**src/rtl/uart_rx_pkg.sv**
```systemverilog
// Shared definitions for the UART receiver: FSM states and default configuration.
// Define UART_RX_PARITY_EN to add the even-parity state (8E1 framing).
package uart_rx_pkg;

    localparam int unsigned CLKS_PER_BIT_DEFAULT = 216;
    localparam int unsigned FIFO_DEPTH_DEFAULT   = 4;

    typedef enum logic [2:0] {
        StIdle,
        StStart,
        StData,
`ifdef UART_RX_PARITY_EN
        StParity,
`endif
        StStop,
        StWait
    } rx_state_e;

endpackage

```
**src/rtl/uart_rx_fifo.sv**
```systemverilog
// Synchronous FIFO with push/pop/full/empty; pointers carry one extra wrap bit.
// DEPTH must be a power of two, at least 2.
module uart_rx_fifo #(
    parameter int unsigned WIDTH = 8,
    parameter int unsigned DEPTH = 4
) (
    input  logic             clock,
    input  logic             reset,
    input  logic             push,
    input  logic [WIDTH-1:0] push_data,
    input  logic             pop,
    output logic [WIDTH-1:0] pop_data,
    output logic             full,
    output logic             empty
);

    localparam int unsigned AW = $clog2(DEPTH);
    localparam logic [AW:0] PtrOne = (AW + 1)'(1);

    logic [AW:0]      wr_ptr_q, rd_ptr_q;
    logic [WIDTH-1:0] mem_q [DEPTH];
    logic             do_push, do_pop;

    assign empty = (wr_ptr_q == rd_ptr_q);
    assign full  = (wr_ptr_q[AW] != rd_ptr_q[AW]) && (wr_ptr_q[AW-1:0] == rd_ptr_q[AW-1:0]);

    // A pop in the same cycle frees the slot a push into a full FIFO needs.
    assign do_pop  = pop && !empty;
    assign do_push = push && (!full || do_pop);

    assign pop_data = empty ? '0 : mem_q[rd_ptr_q[AW-1:0]];

    always_ff @(posedge clock) begin
        if (!reset) begin
            wr_ptr_q <= '0;
            rd_ptr_q <= '0;
        end else begin
            if (do_push) wr_ptr_q <= wr_ptr_q + PtrOne;
            if (do_pop)  rd_ptr_q <= rd_ptr_q + PtrOne;
        end
    end

    always_ff @(posedge clock) begin
        if (do_push) mem_q[wr_ptr_q[AW-1:0]] <= push_data;
    end

endmodule

```
**src/rtl/uart_rx.sv**
```systemverilog
// UART receiver, 8N1 LSB first, with receive FIFO and sticky error flags.
// Define UART_RX_PARITY_EN for 8E1 framing and the parity_err output.
module uart_rx
    import uart_rx_pkg::*;
#(
    parameter int unsigned CLKS_PER_BIT = CLKS_PER_BIT_DEFAULT,
    parameter int unsigned FIFO_DEPTH   = FIFO_DEPTH_DEFAULT
) (
    input  logic       clock,
    input  logic       reset,
    input  logic       rx,
    output logic       rx_valid,
    output logic [7:0] rx_data,
    input  logic       rx_ready,
    output logic       frame_err,
    output logic       overrun,
`ifdef UART_RX_PARITY_EN
    output logic       parity_err,
`endif
    input  logic       err_clear
);

    localparam int unsigned     CntW    = $clog2(CLKS_PER_BIT + 1);
    localparam logic [CntW-1:0] CntFull = CntW'(CLKS_PER_BIT);
    localparam logic [CntW-1:0] CntHalf = CntW'(CLKS_PER_BIT / 2);
    localparam logic [CntW-1:0] CntOne  = CntW'(1);

    logic [1:0]      sync_q;
    logic            rx_s;
    rx_state_e       state_q, state_d;
    logic [CntW-1:0] cnt_q, cnt_d;
    logic [2:0]      idx_q, idx_d;
    logic [7:0]      shift_q, shift_d;
    logic            push, frame_set, overrun_set;
    logic            frame_err_q, overrun_q;
    logic            fifo_full, fifo_empty;
    logic            bit_done;
`ifdef UART_RX_PARITY_EN
    logic            par_bad_q, par_bad_d, parity_set, parity_err_q;
`endif

    assign rx_s     = sync_q[1];
    assign bit_done = (cnt_q == CntFull);

    always_comb begin
        state_d   = state_q;
        cnt_d     = cnt_q;
        idx_d     = idx_q;
        shift_d   = shift_q;
        push      = 1'b0;
        frame_set = 1'b0;
`ifdef UART_RX_PARITY_EN
        par_bad_d  = par_bad_q;
        parity_set = 1'b0;
`endif
        unique case (state_q)
            StIdle: begin
                if (!rx_s) begin
                    cnt_d   = '0;
                    state_d = StStart;
                end
            end
            StStart: begin
                if (cnt_q == CntHalf) begin
                    cnt_d   = '0;
                    idx_d   = '0;
                    state_d = rx_s ? StIdle : StData;
`ifdef UART_RX_PARITY_EN
                    par_bad_d = 1'b0;
`endif
                end else begin
                    cnt_d = cnt_q + CntOne;
                end
            end
            StData: begin
                if (bit_done) begin
                    cnt_d   = '0;
                    shift_d = {rx_s, shift_q[7:1]};
                    idx_d   = idx_q + 3'd1;
                    if (idx_q == 3'd7) begin
`ifdef UART_RX_PARITY_EN
                        state_d = StParity;
`else
                        state_d = StStop;
`endif
                    end
                end else begin
                    cnt_d = cnt_q + CntOne;
                end
            end
`ifdef UART_RX_PARITY_EN
            StParity: begin
                if (bit_done) begin
                    cnt_d   = '0;
                    state_d = StStop;
                    if (rx_s != ^shift_q) begin
                        par_bad_d  = 1'b1;
                        parity_set = 1'b1;
                    end
                end else begin
                    cnt_d = cnt_q + CntOne;
                end
            end
`endif
            StStop: begin
                if (bit_done) begin
                    cnt_d = '0;
                    if (rx_s) begin
`ifdef UART_RX_PARITY_EN
                        push = !par_bad_q;
`else
                        push = 1'b1;
`endif
                        state_d = StIdle;
                    end else begin
                        frame_set = 1'b1;
                        state_d   = StWait;
                    end
                end else begin
                    cnt_d = cnt_q + CntOne;
                end
            end
            // Hold off until the line returns high so a break cannot start a new frame.
            StWait: begin
                if (rx_s) state_d = StIdle;
            end
            default: state_d = StIdle;
        endcase
    end

    // A full FIFO is always non-empty, so rx_ready alone means a pop is freeing a slot.
    assign overrun_set = push && fifo_full && !rx_ready;

    always_ff @(posedge clock) begin
        if (!reset) begin
            sync_q      <= 2'b11;
            state_q     <= StIdle;
            cnt_q       <= '0;
            idx_q       <= '0;
            shift_q     <= '0;
            frame_err_q <= 1'b0;
            overrun_q   <= 1'b0;
        end else begin
            sync_q      <= {sync_q[0], rx};
            state_q     <= state_d;
            cnt_q       <= cnt_d;
            idx_q       <= idx_d;
            shift_q     <= shift_d;
            frame_err_q <= err_clear ? 1'b0 : (frame_err_q | frame_set);
            overrun_q   <= err_clear ? 1'b0 : (overrun_q | overrun_set);
        end
    end

`ifdef UART_RX_PARITY_EN
    always_ff @(posedge clock) begin
        if (!reset) begin
            par_bad_q    <= 1'b0;
            parity_err_q <= 1'b0;
        end else begin
            par_bad_q    <= par_bad_d;
            parity_err_q <= err_clear ? 1'b0 : (parity_err_q | parity_set);
        end
    end

    assign parity_err = parity_err_q;
`endif

    uart_rx_fifo #(
        .WIDTH(8),
        .DEPTH(FIFO_DEPTH)
    ) u_fifo (
        .clock    (clock),
        .reset    (reset),
        .push     (push),
        .push_data(shift_q),
        .pop      (rx_ready),
        .pop_data (rx_data),
        .full     (fifo_full),
        .empty    (fifo_empty)
    );

    assign rx_valid  = !fifo_empty;
    assign frame_err = frame_err_q;
    assign overrun   = overrun_q;

endmodule

```
**config.mk**
```make
export PLATFORM = sky130hd
export DESIGN_NAME = uart_rx
export DESIGN_NICKNAME = d
export VERILOG_FILES = /design/src/rtl/uart_rx_pkg.sv /design/src/rtl/uart_rx_fifo.sv /design/src/rtl/uart_rx.sv
export SDC_FILE = /design/constraint.sdc
export NUM_CORES = 1
export LEC_CHECK = 0
export CELL_PAD_IN_SITES_DETAIL_PLACEMENT = 2
export CELL_PAD_IN_SITES_GLOBAL_PLACEMENT = 2
export CORE_UTILIZATION = 37
export CTS_CLUSTER_DIAMETER = 30
export CTS_CLUSTER_SIZE = 16
export DETAILED_ROUTE_END_ITERATION = 12
export GPL_ROUTABILITY_DRIVEN = 0
export PLACE_DENSITY = 0.87
export SLEW_MARGIN = 20
export SYNTH_ARGS = -nofsm -noshare
export SYNTH_HDL_FRONTEND = slang
export SYNTH_SLANG_ARGS = --single-unit
```
**constraint.sdc**
```tcl
create_clock -name clock -period 1.8 [get_ports clock]
set_clock_uncertainty 0.1 [all_clocks]
set_input_delay 0.45 -clock clock [delete_from_list [all_inputs] [get_ports clock]]
set_output_delay 0.45 -clock clock [all_outputs]
set_load 0.02 [all_outputs]
```
# Yosys cells after proc, flatten, opt, wreduce, memory -nomap -nowiden
# Memory sizes are Yosys's and may differ from the RTL's. A register that Yosys moved wholly into a read port is not among the register bits.
# Index checks and enable logic that the tools add are counted.
totals:
  out_inout_bits: 11
  memories: 1
  input_bits: 5
  mem_bits_rw: 32
  wordCells: 78
  reg_bits: 32
memory_table:
  columns: ["memory", "words", "word_bits", "read_ports", "rd_clocked_by_memory_dff", "write_ports", "line", "rtl"]
  rows:
  - ["u_fifo.mem_q", 4, 8, 1, 1, 1, "uart_rx_fifo.sv:21", "logic [WIDTH-1:0] mem_q [DEPTH];"]
classes:
  addsub: 4
  n_reduce_logical: 18
  n_eq_ne: 16
  bitwise: 3
  mux: 27
ops:
  columns: ["op", "count"]
  rows:
  - ["8-bit two-way mux", 4]
  - ["3-bit two-way mux", 9]
  - ["8-bit case mux with 3 select lines", 1]
  - ["3-bit case mux with 5 select lines", 1]
  - ["2-bit != test (second input constant)", 6]
  - ["3-bit by 1-bit adder with 3-bit output (second input constant)", 3]
  - ["8-bit by 1-bit adder with 8-bit output (second input constant)", 1]
  - ["8-bit by 7-bit equality test with 1-bit output (second input constant)", 1]
  - ["8-bit equality test (second input constant)", 1]
  - ["1-bit two-way mux", 8]
  - ["3-bit by 2-bit equality test with 1-bit output (second input constant)", 2]
  - ["3-bit equality test (second input constant)", 2]
  - ["2-bit two-way mux", 3]
  - ["3-bit case mux with 2 select lines", 1]
  - ["6-bit AND reduction", 1]
  - ["1-bit logical AND", 5]
  - ["2-bit AND reduction", 2]
  - ["2-bit OR reduction", 2]
  - ["3-bit by 1-bit equality test with 1-bit output (second input constant)", 1]
  - ["3-bit equality test", 1]
  - ["1-bit logical NOT", 3]
  - ["3-bit logical NOT", 1]
  - ["3-bit AND reduction", 1]
  - ["3-bit nonzero test", 1]
  - ["6 further kinds", 7]

# Depth between registers and ports, before layout
logic_depth:
  word_depth: 7
  mapped_depth: 7
  depth_no_buf: 6

# Hierarchy
# From an unflattened synthesis, not the netlist that was laid out.
unflattened:
  hier_cells: 244
  area_unflattened_um2: 2946.6
modules_own_cells:
  columns: ["mod", "cells_each", "instances", "area_per_inst_um2"]
  rows:
  - ["uart_rx_fifo", 103, 1, 1695.4]
  - ["uart_rx", 141, 1, 1251.2]

# Least setup slack after synthesis
# No wires, ideal clock.
synth_path:
  path_kind: "flip-flop to flip-flop"
  from: "register cnt_q[0]"
  to: "memory u_fifo.mem_q[3][0] (enable)"
  path_buffers: 0
  synth_period_minus_slack_ns: 2.022
  setup_time_ns: 0.383
  stages_incl_launch_ff: 6
  required_time_ns: 1.317
  t_arrival_ns: 1.539
  slack_ns: -0.222
  cell_sequence: "dfxtp_1 -> inv_1 -> ha_1 -> and4b_1 -> nand3_2 -> nor3_1"
synth_via:
  elab_chain_len: 6
synth_rtl:
  columns: ["item", "line", "rtl"]
  rows:
  - ["from (decl)", "uart_rx.sv:31", "logic [CntW-1:0] cnt_q, cnt_d;"]
  - ["from (signal assigned)", "uart_rx.sv:146", "cnt_q <= cnt_d;"]
  - ["8-bit equality test", "uart_rx.sv:43", "assign bit_done = (cnt_q == CntFull);"]
  - ["1-bit two-way mux", "uart_rx.sv:106", "if (bit_done) begin"]
  - ["1-bit two-way mux", "uart_rx.sv:56", "unique case (state_q)"]
  - ["1-bit logical AND", "uart_rx_fifo.sv:29", "assign do_push = push && (!full || do_pop);"]
  - ["1-bit two-way mux", "uart_rx_fifo.sv:44", "if (do_push) mem_q[wr_ptr_q[AW-1:0]] <= push_data;"]
  - ["1-bit two-way mux (not written as such)", "uart_rx_fifo.sv:44", null]
  - ["to (decl)", "uart_rx_fifo.sv:21", null]
# Every way passes these cells.

==> run_results.csv <==
group,metric,value,unit
sta,setup_violations,66,
worst_setup_path,required,1.25,ns
sta,hold_viol_final,0,
sta,slew_viol_final,0,
clock_tree,clk_pin_slew,0.09,ns
layout,layout-drive-gt1-share,0.494,
worst_setup_path,reg2regPathDepth,8,
power_and_ir_drop,p_leak,0.00161,uW
power_and_ir_drop,pwr-share-clk,0.445,
worst_setup_path,r2r_slack,-0.26,ns
sta,period_minus_slack,2.28,ns
die,row_count,32,
layout,finalInstanceArea,4360,um2
drt,wire_per_inst,29.3,um
clock_tree,htree_num_levels,3,
synthesis,synth_edf_count,32,
layout,layout.nets,339,
min_path,hold_path_class,"reg2reg",
synthesis,synth-seq-area-share,0.561,
die,core,7690,um2
synthesis,synth_top_cell_by_area,"edfxtp_1",
worst_setup_path,start_kind,"register",
job,maxCapViolCount,0,
place,pre_cts_ws,-0.577,ns
power_and_ir_drop,comb_power_share,0.042,
layout,n_antenna_cell,0,
grt,first_global_vias,2725,
clock_tree,cts.sinks,66,
die,initial_core_util,0.381,
layout,layout_common_cells,"buf_4 (44), edfxtp_1 (32), buf_6 (26), dfxtp_1 (24), nor2_1 (18)",
power_and_ir_drop,power.internal,2250,uW
synthesis,ys_top_cells_by_area,"edfxtp_1 (33%), dfxtp_1 (23%), mux4_2 (6.2%), ha_1 (3.8%), mux2i_1 (3.4%)",
synthesis,syn_area,2930,um2
clock_tree,clk-insertion-delay-late,0.36,ns
min_path,hold_depth,1,
sta,finalSetupTns,-9.10,ns
die,die-area,8270,um2
synthesis,yosysWarnings,0,
synthesis,syn-num-nets,258,
outcome,status,"complete, but fails checks",
sta,layout_setup_ws,-0.479,ns
power_and_ir_drop,p_switching,783,uW
sta,fin_crit_sh,1.27,
power_and_ir_drop,vdd_drop_max,0.000403,V
drt,dr.pass1.iters,4,
power_and_ir_drop,p_per_area,695,nW/um2
grt,grt_max_degree,15,
layout,finalNonFillerCells,432,
synthesis,synth-async-reset-ratio,0,
place,dp.cells,393,
clock_tree,numCtsBuffers,9,
power_and_ir_drop,switching_share,0.258,
drt,drtIter0Drc,115,
sta,max_freq,439,MHz
place,portBuffers,15,
layout,final_common_cell,"buf_4",
clock_tree,cts_tree,"built",
sta,worst_pin_slew,0.454,ns
clock_tree,cts_root_buffer,"clkbuf_8",
grt,grt_overflow,0,
sta,rsz0062_at_grt,"true",
worst_setup_path,critPathMaxFanout,8,
drt,route.detailed.drc,0,
drt,antenna_left,0,
synthesis,synth_top_flop_cell,"dfxtp_1",
die,die_y,91.0,um
worst_setup_path,end_kind,"output pin",
sta,max_slew_margin,0.697,
grt,antenna_found_initial,0,
synthesis,ys_ff_latch,66,
synthesis,ys_types,44,
clock_tree,cts_buffer_depth,2,
drt,via_per_inst,5.53,
layout,final_util,0.567,
grt,grt_pass1_wl,15.9,mm
power_and_ir_drop,p_seq_frac,0.513,
worst_setup_path,crit_type,"reg2out",
grt,grt_usage,0.266,
place,placed_area,3500,um2
drt,routed_wl,12.7,mm
worst_setup_path,crit_arrival,1.73,ns
drt,num_vias,2391,
die,die_w,91.0,um
layout,area_growth,49.0,%
synthesis,synthCells,244,
place,hpwl,6.02,mm
synthesis,synth_top_area_share,0.328,
synthesis,postSynthAreaPerCell,12.0,um2
outcome,violations,"negative setup slack",
die,boundaryPins,16,
state kept, by name, summed over array words and instances, names as in the netlist, named ones only:
register	count
u_fifo.mem_q	32
cnt_q	8
shift_q	8
idx_q	3
state_q	3
u_fifo.rd_ptr_q	3
u_fifo.wr_ptr_q	3
sync_q	2
frame_err	1
overrun	1
path summary, 6_finish.rpt:
kind,startpoint,endpoint
hold reg to reg,sync_q[0],sync_q[1]
hold / removal,sync_q[0],sync_q[1]
setup / recovery,register,rx_data[1]
setup reg to reg,cnt_q[1],shift_q[0]
final cells by class:
| type | instances | area (um2) |
|---|---|---|
| Fill cell | 714 | 3330 |
| Sequential cell | 66 | 1670 |
| Multi-Input combinational cell | 158 | 1590 |
| Timing Repair Buffer | 81 | 751 |
| Tap cell | 102 | 128 |
| Clock buffer | 9 | 124 |
| Clock inverter | 7 | 68.8 |
| Inverter | 9 | 33.8 |
what timing repair did:
| action | in CTS | in global routing |
|---|---|---|
| setup buffers | 15 | 9 |
| cloned | 0 | 1 |
| hold buffers | 0 | 0 |
| setup endpoints to repair | 66 | 68 |
| pin swaps | 16 | 18 |
| hold endpoints to repair | 0 | 0 |
| resized for setup | 103 | 63 |
kinds of logic (layout without fill, tap and decap cells):
| kind of cell | after synthesis | after routing | share of synthesized area |
|---|---|---|---|
| xor gates and xnor gates | 7 | 7 | 0.0209 |
| muxes | 18 | 18 | 0.0957 |
| buffers and inverters | 20 | 106 | 0.0320 |
| AOI/OAI and AO/OA | 37 | 37 | 0.0765 |
| DFF | 66 | 66 | 0.561 |
| adders and majority gates | 9 | 9 | 0.0385 |
| and+or+nand+nor | 87 | 87 | 0.176 |
power groups by stage:
| stage | sequential, uW | combinational (uW) | clock [uW] |
|---|---|---|---|
| 4_1_cts | 1560 | 93.1 | 1280 |
| 5_1_grt | 1560 | 133 | 1410 |
| 6_report | 1560 | 128 | 1350 |
| 3_3_place_gp | 1600 | 72.9 | 0 |
| 3_5_place_dp | 1600 | 76.0 | 0 |
| 2_1_floorplan | 1600 | 34.8 | 0 |
critical path, stage by stage (launching register included):
cell and delay (ns):
dfxtp_2 0.38, buf_12 0.15, mux4_2 0.55, nor2b_4 0.16, buf_6 0.12
synth_stat cells (all sizes together) (2+ instances only):
master,instances
inv,9
o21ai,5
nor4,2
o22ai,5
nor3b,3
nand2b,5
a211oi,2
or2,2
xor2,5
and4b,3
mux2i,10
ha,9
or4,3
and3,4
edfxtp,32
dfxtp,34
nand4b,2
nand3,6
o21a,2
and2,3
mux4,8
o31ai,2
a21oi,16
nand3b,4
nor3,5
nor2b,8
xnor2,2
nand2,12
nor2,20
and4,3
clkbuf,5
buf,6
stage by stage:
stage | hold WS, ns | total power [uW]
after floorplan | 0.286 | 1630
after global placement | 0.289 | 1670
after detailed placement | 0.311 | 1670
after CTS | 0.329 | 2930
after global routing | 0.364 | 3100
final | 0.328 | 3030
routing by layer:
layer | GRT usage | vias up | part of all wire
met1 | 0.271 | 1237 | 0.38
met5 | 0 | - | 0
met3 | 0.0544 | 31 | 0.027
met2 | 0.513 | 67 | 0.55
met4 | 0.127 | 0 | 0.044
li1 | - | 1056 | -
Power figures use the tool's default switching activity.
